[src/rtl/cpu_pkg.sv]
// -----------------------------------------------------------------------------
// cpu_pkg
// Constants and types shared by the front-end blocks of the core.
//   XLEN_DEFAULT : default PC/address width
//   ILEN         : instruction width
//   NOP          : canonical RV32I no-op (addi x0, x0, 0), shown by the fetch
//                  unit while its queue is empty
//   opcode_e     : RV32I major opcodes
//   opcode_of()  : extracts the major opcode field of an instruction word
// -----------------------------------------------------------------------------
package cpu_pkg;

  localparam int XLEN_DEFAULT = 32;
  localparam int ILEN         = 32;

  localparam logic [ILEN-1:0] NOP = 32'h0000_0013;

  typedef enum logic [6:0] {
    OPC_LOAD     = 7'b000_0011,
    OPC_MISC_MEM = 7'b000_1111,
    OPC_OP_IMM   = 7'b001_0011,
    OPC_AUIPC    = 7'b001_0111,
    OPC_STORE    = 7'b010_0011,
    OPC_OP       = 7'b011_0011,
    OPC_LUI      = 7'b011_0111,
    OPC_BRANCH   = 7'b110_0011,
    OPC_JALR     = 7'b110_0111,
    OPC_JAL      = 7'b110_1111,
    OPC_SYSTEM   = 7'b111_0011
  } opcode_e;

  function automatic opcode_e opcode_of(input logic [ILEN-1:0] instr);
    return opcode_e'(instr[6:0]);
  endfunction

endpackage

[src/rtl/fetch_fifo.sv]
// -----------------------------------------------------------------------------
// fetch_fifo
// Synchronous FIFO holding {instruction, pc} pairs for the fetch unit.
// Read data is the current head (combinational from storage); a pushed word
// becomes visible the cycle after the push. Pointers carry one extra MSB so
// full and empty are told apart without a separate counter.
// Ports:
//   clk_i, rst_i : clock, synchronous active-low reset
//   flush        : drop all entries (wins over push and pop)
//   push, wdata  : write one entry (accepted when not full, or when popping)
//   pop          : advance the head (ignored when empty)
//   rdata        : head entry
//   full, empty  : occupancy flags
//   count        : number of stored entries, 0..DEPTH
// -----------------------------------------------------------------------------
module fetch_fifo #(
  parameter int DEPTH = 4,
  parameter int WIDTH = 64
) (
  input  logic                     clk_i,
  input  logic                     rst_i,
  input  logic                     flush,
  input  logic                     push,
  input  logic                     pop,
  input  logic [WIDTH-1:0]         wdata,
  output logic [WIDTH-1:0]         rdata,
  output logic                     full,
  output logic                     empty,
  output logic [$clog2(DEPTH):0]   count
);

  localparam int AW = $clog2(DEPTH);

  logic [AW:0]      wr_ptr;
  logic [AW:0]      rd_ptr;
  logic [WIDTH-1:0] mem [DEPTH];
  logic             push_en;
  logic             pop_en;

  assign empty = (wr_ptr == rd_ptr);
  // Same slot index with differing wrap bits: writer is one lap ahead.
  assign full  = (wr_ptr[AW] != rd_ptr[AW]) && (wr_ptr[AW-1:0] == rd_ptr[AW-1:0]);
  assign count = wr_ptr - rd_ptr;

  assign pop_en  = pop & ~empty & ~flush;
  // A pop in the same cycle frees the head slot, so a full FIFO may still push.
  assign push_en = push & (~full | pop_en) & ~flush;

  assign rdata = mem[rd_ptr[AW-1:0]];

  // NOTE: sequential state is updated with non-blocking assignments so every
  // register samples the pre-edge values of the others, whatever the order.
  always_ff @(posedge clk_i) begin
    if (!rst_i) begin
      wr_ptr <= '0;
      rd_ptr <= '0;
    end else if (flush) begin
      wr_ptr <= '0;
      rd_ptr <= '0;
    end else begin
      if (push_en) wr_ptr <= wr_ptr + 1'b1;
      if (pop_en)  rd_ptr <= rd_ptr + 1'b1;
    end
  end

  // NOTE: the storage array has no reset; slots are only read after being
  // written, and leaving it unreset lets it map onto plain RAM/flop arrays.
  always_ff @(posedge clk_i) begin
    if (push_en) mem[wr_ptr[AW-1:0]] <= wdata;
  end

endmodule

[src/rtl/fetch_unit.sv]
// -----------------------------------------------------------------------------
// fetch_unit
// Instruction fetch front end. Generates sequential PCs, issues in-order
// requests to an instruction memory of variable latency, buffers returned
// words with their PCs in a DEPTH-entry prefetch queue and hands them to the
// IF/ID register with a valid/ready handshake. A redirect flushes the queue,
// marks every still-outstanding request for discard and restarts fetching at
// the new target on the following cycle.
//
// Ports:
//   clk_i, rst_i          : clock, synchronous active-low reset
//   start_i               : fetch enable (in-flight requests still complete)
//   redirect_i            : flush and jump to redirect_pc_i
//   redirect_pc_i         : word-aligned redirect target
//   imem_req_o/addr_o     : request valid / address
//   imem_gnt_i            : request accepted this cycle
//   imem_rvalid_i/rdata_i : in-order response valid / instruction
//   instr_valid_o         : queue head valid
//   instr_o, pc_o         : head instruction and PC (NOP / 0 when empty)
//   instr_ready_i         : IF/ID accepts the head
//   perf_fetch_o          : saturating count of words pushed   (FETCH_PERF_EN)
//   perf_drop_o           : saturating count of discarded words (FETCH_PERF_EN)
//
// Build option: define FETCH_PERF_EN to add the two performance counters.
// -----------------------------------------------------------------------------
module fetch_unit
  import cpu_pkg::*;
#(
  parameter int               XLEN     = XLEN_DEFAULT,
  parameter int               DEPTH    = 4,
  parameter logic [XLEN-1:0]  RESET_PC = '0
) (
  input  logic             clk_i,
  input  logic             rst_i,
  input  logic             start_i,
  input  logic             redirect_i,
  input  logic [XLEN-1:0]  redirect_pc_i,
  output logic             imem_req_o,
  output logic [XLEN-1:0]  imem_addr_o,
  input  logic             imem_gnt_i,
  input  logic             imem_rvalid_i,
  input  logic [ILEN-1:0]  imem_rdata_i,
  output logic             instr_valid_o,
  output logic [ILEN-1:0]  instr_o,
  output logic [XLEN-1:0]  pc_o,
  input  logic             instr_ready_i
`ifdef FETCH_PERF_EN
  ,
  output logic [31:0]      perf_fetch_o,
  output logic [31:0]      perf_drop_o
`endif
);

  localparam int CW = $clog2(DEPTH) + 1;
  localparam logic [CW:0] DEPTH_LIM = (CW+1)'(DEPTH);

  logic [XLEN-1:0]      req_pc;
  logic [XLEN-1:0]      resp_pc;
  logic [CW-1:0]        outst;
  logic [CW-1:0]        drop;
  logic [CW-1:0]        count;
  logic [CW-1:0]        outst_next;
  logic [CW:0]          credit_sum;

  logic                 fifo_full;
  logic                 fifo_empty;
  logic [ILEN+XLEN-1:0] head;

  logic                 grant;
  logic                 dropping;
  logic                 push;
  logic                 pop;

  // ---------------------------------------------------------------------------
  // Issue. Credit counts words already queued plus words still in flight, from
  // registered state only, so the queue can never be overrun by returns.
  // Requests are masked while reset is held so a freshly reset memory never
  // sees one.
  // ---------------------------------------------------------------------------
  assign credit_sum  = {1'b0, count} + {1'b0, outst};
  assign imem_req_o  = rst_i & start_i & ~redirect_i & (credit_sum < DEPTH_LIM);
  assign imem_addr_o = req_pc;
  assign grant       = imem_req_o & imem_gnt_i;

  // ---------------------------------------------------------------------------
  // Response. A return is discarded when it belongs to a pre-redirect request
  // (drop != 0) or arrives in the redirect cycle itself.
  // ---------------------------------------------------------------------------
  assign dropping   = imem_rvalid_i & ((drop != '0) | redirect_i);
  assign pop        = ~fifo_empty & instr_ready_i;
  assign push       = imem_rvalid_i & ~dropping & (~fifo_full | pop);
  assign outst_next = outst + CW'(grant) - CW'(imem_rvalid_i);

  always_ff @(posedge clk_i) begin
    if (!rst_i) begin
      req_pc  <= RESET_PC;
      resp_pc <= RESET_PC;
      outst   <= '0;
      drop    <= '0;
    end else begin
      outst <= outst_next;
      if (redirect_i) begin
        req_pc  <= redirect_pc_i;
        resp_pc <= redirect_pc_i;
        // Everything still in flight after this cycle belongs to the old path.
        drop    <= outst_next;
      end else begin
        if (grant)                        req_pc  <= req_pc + XLEN'(4);
        if (push)                         resp_pc <= resp_pc + XLEN'(4);
        if (imem_rvalid_i && drop != '0)  drop    <= drop - 1'b1;
      end
    end
  end

  fetch_fifo #(
    .DEPTH (DEPTH),
    .WIDTH (ILEN + XLEN)
  ) u_fifo (
    .clk_i (clk_i),
    .rst_i (rst_i),
    .flush (redirect_i),
    .push  (push),
    .pop   (pop),
    .wdata ({imem_rdata_i, resp_pc}),
    .rdata (head),
    .full  (fifo_full),
    .empty (fifo_empty),
    .count (count)
  );

  // ---------------------------------------------------------------------------
  // Head presentation.
  // ---------------------------------------------------------------------------
  // NOTE: every output of this block is given a default before any condition,
  // so no path leaves a value unassigned and no latch is inferred.
  always_comb begin
    instr_valid_o = ~fifo_empty;
    instr_o       = NOP;
    pc_o          = '0;
    if (!fifo_empty) begin
      instr_o = head[ILEN+XLEN-1:XLEN];
      pc_o    = head[XLEN-1:0];
    end
  end

`ifdef FETCH_PERF_EN
  // Saturating event counters: words entering the queue and words discarded.
  always_ff @(posedge clk_i) begin
    if (!rst_i) begin
      perf_fetch_o <= '0;
      perf_drop_o  <= '0;
    end else begin
      if (push && perf_fetch_o != 32'hFFFF_FFFF)    perf_fetch_o <= perf_fetch_o + 32'd1;
      if (dropping && perf_drop_o != 32'hFFFF_FFFF) perf_drop_o  <= perf_drop_o + 32'd1;
    end
  end
`else
  // No performance counters in this build.
`endif

endmodule
[config.mk]
export PLATFORM = sky130hd
export DESIGN_NAME = fetch_unit
export DESIGN_NICKNAME = d
export VERILOG_FILES = /design/src/rtl/cpu_pkg.sv /design/src/rtl/fetch_fifo.sv /design/src/rtl/fetch_unit.sv
export SDC_FILE = /design/constraint.sdc
export NUM_CORES = 1
export LEC_CHECK = 0
export ABC_AREA = 1
export BUFFER_PORTS_ARGS = -buffer_cell sky130_fd_sc_hd__buf_2
export CORE_MARGIN = 2
export CORE_UTILIZATION = 50
export DETAILED_ROUTE_END_ITERATION = 10
export PLACE_DENSITY = 0.7
export SETUP_SLACK_MARGIN = 0.2
export SLEW_MARGIN = 30
export SYNTH_ARGS = -nofsm -noshare
export SYNTH_HDL_FRONTEND = slang
export SYNTH_SLANG_ARGS = --single-unit
[constraint.sdc]
create_clock -name clk_i -period 13.5 [get_ports clk_i]
set_input_delay 2.7 -clock clk_i [delete_from_list [all_inputs] [get_ports clk_i]]
set_output_delay 2.7 -clock clk_i [all_outputs]
set_load 0.05 [all_outputs]
==> impl_summary.txt <==
----------------------------------------------------
[Critical path]
  Arr. time, crit path ... slightly below 4 ns
  Req. time, crit path ... about 11 ns
  Total number of cells along the worst setup path ... 7
  CP max stage delay ... between 0.3 and 0.4 ns
  Worst path buffer plus inverter count ... 4
  Reg-to-reg critical path startpoint ... u_fifo.wr_ptr[0]
  Cells traversed along the worst timing path ... buf_2, inv_6, nand2_4, nor2_4, inv_1, nor2_1, buf_2
  Setup crit start ... redirect_i
  Setup Crit Path Kind ... in -> out
  Max Fanout on Critical Path ... 36
  Slowest cell on the critical path ... buf_2
  Cells on worst reg2reg path ... 15
  Critical path startpoint category ... input pin
  Largest delay contributor family on the critical path ... buffers and inverters
  Worst setup EP type ... primary output
  Most common cell on crit path ... buf_2

[Clock tree]
  Clock tree sinks ... 334
  Clk pin slew, worst setup/hold paths ... 0.06 ns
  CTS root buf ... clkbuf_16
  Clock tree from TritonCTS ... built
  Clock latency on the worst-skew pair ... 0.52 ns
  CTS Buffer Depth ... 3
  H-tree depth ... 2
  Number of buffers created by CTS ... 34
  Count of cells resized by post-cts repair ... 0
  Post-CTS Repair Setup Buffers ... 0
  Number of hold-repair buffers added at the cts stage ... 0

[Min path]
  Startpoint of the lowest-slack hold path ... imem_addr_o[0]
  Worst min-delay path class ... reg -> reg
  Instance count along the most critical hold path ... 2

[Floorplanning]
  Total Die Area ... ~0.031 mm²
  Placeable core region ... between 0.02 and 0.03 mm²
  Row Count ... 63
  Die X ... about 180 µm
  Effective utilization at floorplan ... approximately half
  Top Ports ... between 150 and 200
  Die Y ... 177 µm

[STA]
  Final number of max-transition violations ... 0
  Worst rel slew slack ... approximately 41%
  Setup_tns ... 0 ns
  Final Setup Violations ... 0
  Final setup skew ... between 0.01 and 0.015 ns
  Crit share post-route ... between 40% and 50%
  Transition time at the pin with the least slew margin ... about 0.88 ns
  Final Critical Period ... 6.60 ns
  Maximum operating frequency ... 0.152 GHz
  RSZ-0062 raised after global routing ... no
  Final hold viol count ... 0

[Synthesis]
  Synthesized area divided by synthesized cell count ... about 9.4 µm²
  Number of synthesized register bits ... 334
  Xor and xnor fraction of the mapped netlist area ... 1.29%
  Basic-gate share of the synthesized area counting and, or, nand and nor cells ... approximately a fifth
  Synth warn ... 0
  Area of the mapped netlist ... ~0.015 mm²
  Asr flop ratio synth ... 0%
  Number of library cell types mapped by synthesis ... 40
  Most used flip-flop cell after synthesis ... edfxtp_1
  Share of cell area taken by muxes after synthesis ... 0%
  Gate count after technology mapping ... around 1600
  Number of enable-type register cells in the synthesized netlist ... roughly 260
  Main combinational cell family by area after synthesis ... simple AND/OR/NAND/NOR gates
  Share of synthesized cell area in full adder, half adder and majority cells ... 1.52%
  Area fraction in compound gates after synthesis ... a little over a tenth
  Fraction of the yosys area taken by sequential cells ... between 60% and 70%
  Post-Synthesis Net Count ... 1674

[Route]
  DRT iter0 DRCs ... 880
  Number of iterations in the first detailed-routing pass ... 5
  Total routed wirelength ... roughly 35000 µm
  Detailed-route vias per instance ... between 5 and 6
  DRC violations left ... 0
  Wire per inst ... about 16 µm
  Detail Route Antenna Nets ... 0
  Via count of the routed design ... roughly 11000

[Layout]
  Number of fillers in the final layout ... 2510
  Fraction of final layout cells with drive strength greater than 1 ... between 10% and 20%
  Nets ... approximately 1800
  Cell area after layout ... ~0.017 mm²
  Number of antenna cells inserted ... 0
  Area growth, synth to finish ... 15.4%

[Global routing]
  Largest net degree at the start of global routing ... between 80 and 90
  Met1 GRT Util ... roughly 30%
  Total gr overflow ... 0
  Global-route wire length before repair ... about 55000 µm
  Met2 track demand over resource ... 37.7%
  Number of antenna violations at the first check in global routing ... 0
  GRT met3 Usage ... ~3.5%
  Most crowded layer after global routing ... met2
  Total global routing track utilization ... ~23%
  Vias in the first global route ... ~11000

[Job]
  Max-Cap Viols ... 0

[Power]
  Power per Cell Area ... between 100 and 150 mW/mm²
  Peak supply drop ... around 100 µV
  Overall power consumption ... 2.35 mW
  Static leakage power ... 6.58 nW

[Placed design]
  Area after detailed placement ... 0.0161 mm²
  Routability cong. ... between 0.9 and 1
  DPL Wire Length ... approximately 22000 µm
  Number of input and output port buffers inserted ... around 170

[Run status]
  Result of the run ... complete, no violations

----------------------------------------------------
-- cells in the final DEF (no fill, tap or decap), drive strengths merged, types with 2 or more instances in the layout --
master / count
a21oi: 119
a31oi: 7
buf: 179
bufinv: 3
clkbuf: 45
clkinv: 11
clkinvlp: 3
dfxtp: 78
edfxtp: 256
fa: 2
ha: 15
inv: 113
nand2: 260
nand3: 57
nand4: 8
nor2: 382
nor3: 4
o211ai: 4
o21ai: 181
o311ai: 3
xnor2: 5
xor2: 17
-- state kept, by name, summed over array words and instances (netlist names), named ones only --
signal,cells
drop,3
imem_addr_o,32
outst,3
resp_pc,32
u_fifo.mem,256
u_fifo.rd_ptr,3
u_fifo.wr_ptr,3
-- cells by family after synthesis --
logic type / after synthesis
buf+inv: 182
flops: 334
compound gates: 318
simple gates: 713
xor+xnor: 22
fa+ha+maj: 17
-- routing by layer --
| metal | routed length (µm) | share of wire [%] |
|---|---|---|
| met1 | 15300 | 43 |
| met2 | 16700 | 47 |
| met3 | 2600 | 7.4 |
| met4 | 726 | 2.1 |
| met5 | 0 | 0 |
-- synth_stat cells (2+ instances only) --
master      n  area [µm²]
buf_2      16        80.1
nand2_1   256         961
dfxtp_1    78        1560
o211ai_1    4        30.0
clkbuf_1   41         154
fa_1        2        40.0
xnor2_1     5        43.8
edfxtp_1  256        7690
nand2_2     2        12.5
buf_1       6        22.5
a31oi_1     7        43.8
nor2_4      4        45.0
o21ai_0   177         886
ha_1       15         188
inv_1     109         409
a21oi_1   116         581
nor3_1      4        20.0
a21oi_2     3        26.3
nand3_1    52         260
nor2_2      9        56.3
nand4_1     7        43.8
o21ai_1     4        20.0
nand3_2     5        50.1
nand2_4     2        22.5
xor2_1     17         149
inv_2       3        11.3
buf_6       3        33.8
o311ai_0    3        26.3
nor2_1    369        1390
-- stage by stage --
step	std cells	hold slack (ns)	utilization (%)	setup slack [ns]
CTS	2147	0.457	58.2	6.89
global route	2148	0.500	58.4	6.77
global placement	2086	0.439	54.4	6.94
finish	2148	0.452	58.4	6.90
floorplan	1586	0.454	-	7.01
detailed placement	2086	0.441	54.4	6.90
-- power breakdown --
part,leakage (nW),internal (mW),total [mW],switching (mW)
clock,0.546,0.561,0.941,0.381
sequential,2.98,1.14,1.17,0.0313
combinational,3.06,0.0602,0.236,0.176
-- worst reg2reg max path, cell delays in order (launching register included) --
cell and delay, ns:
dfxtp_1 0.33, inv_1 0.15, ha_1 0.17, inv_1 0.05
fa_1 0.37, xnor2_1 0.18, ha_1 0.25, nor2_1 0.17
nand4_2 0.47, ha_1 0.49, inv_1 0.04, ha_1 0.18
fa_1 0.38, or2_2 0.30, a21oi_1 0.18, a21o_1 0.14
-- final timing paths --
kind,endpoint,slack [ns]
max,imem_req_o,6.90
min,imem_addr_o[0],0.45
max reg2reg,drop[2],9.59
min reg2reg,imem_addr_o[0],0.45
-- cell type report --
| cell class | count | area [µm²] | share of cell area [%] |
|---|---|---|---|
| clock buffers | 45 | 956 | 5.54 |
| clock inverters | 16 | 181 | 1.05 |
| inverters | 114 | 438 | 2.54 |
| multi-input cells | 1070 | 4980 | 28.9 |
| flip-flops and latches | 334 | 9250 | 53.6 |
| well taps | 390 | 488 | 2.83 |
| repair buffers | 179 | 951 | 5.51 |
(Power assumes the default switching activity.)
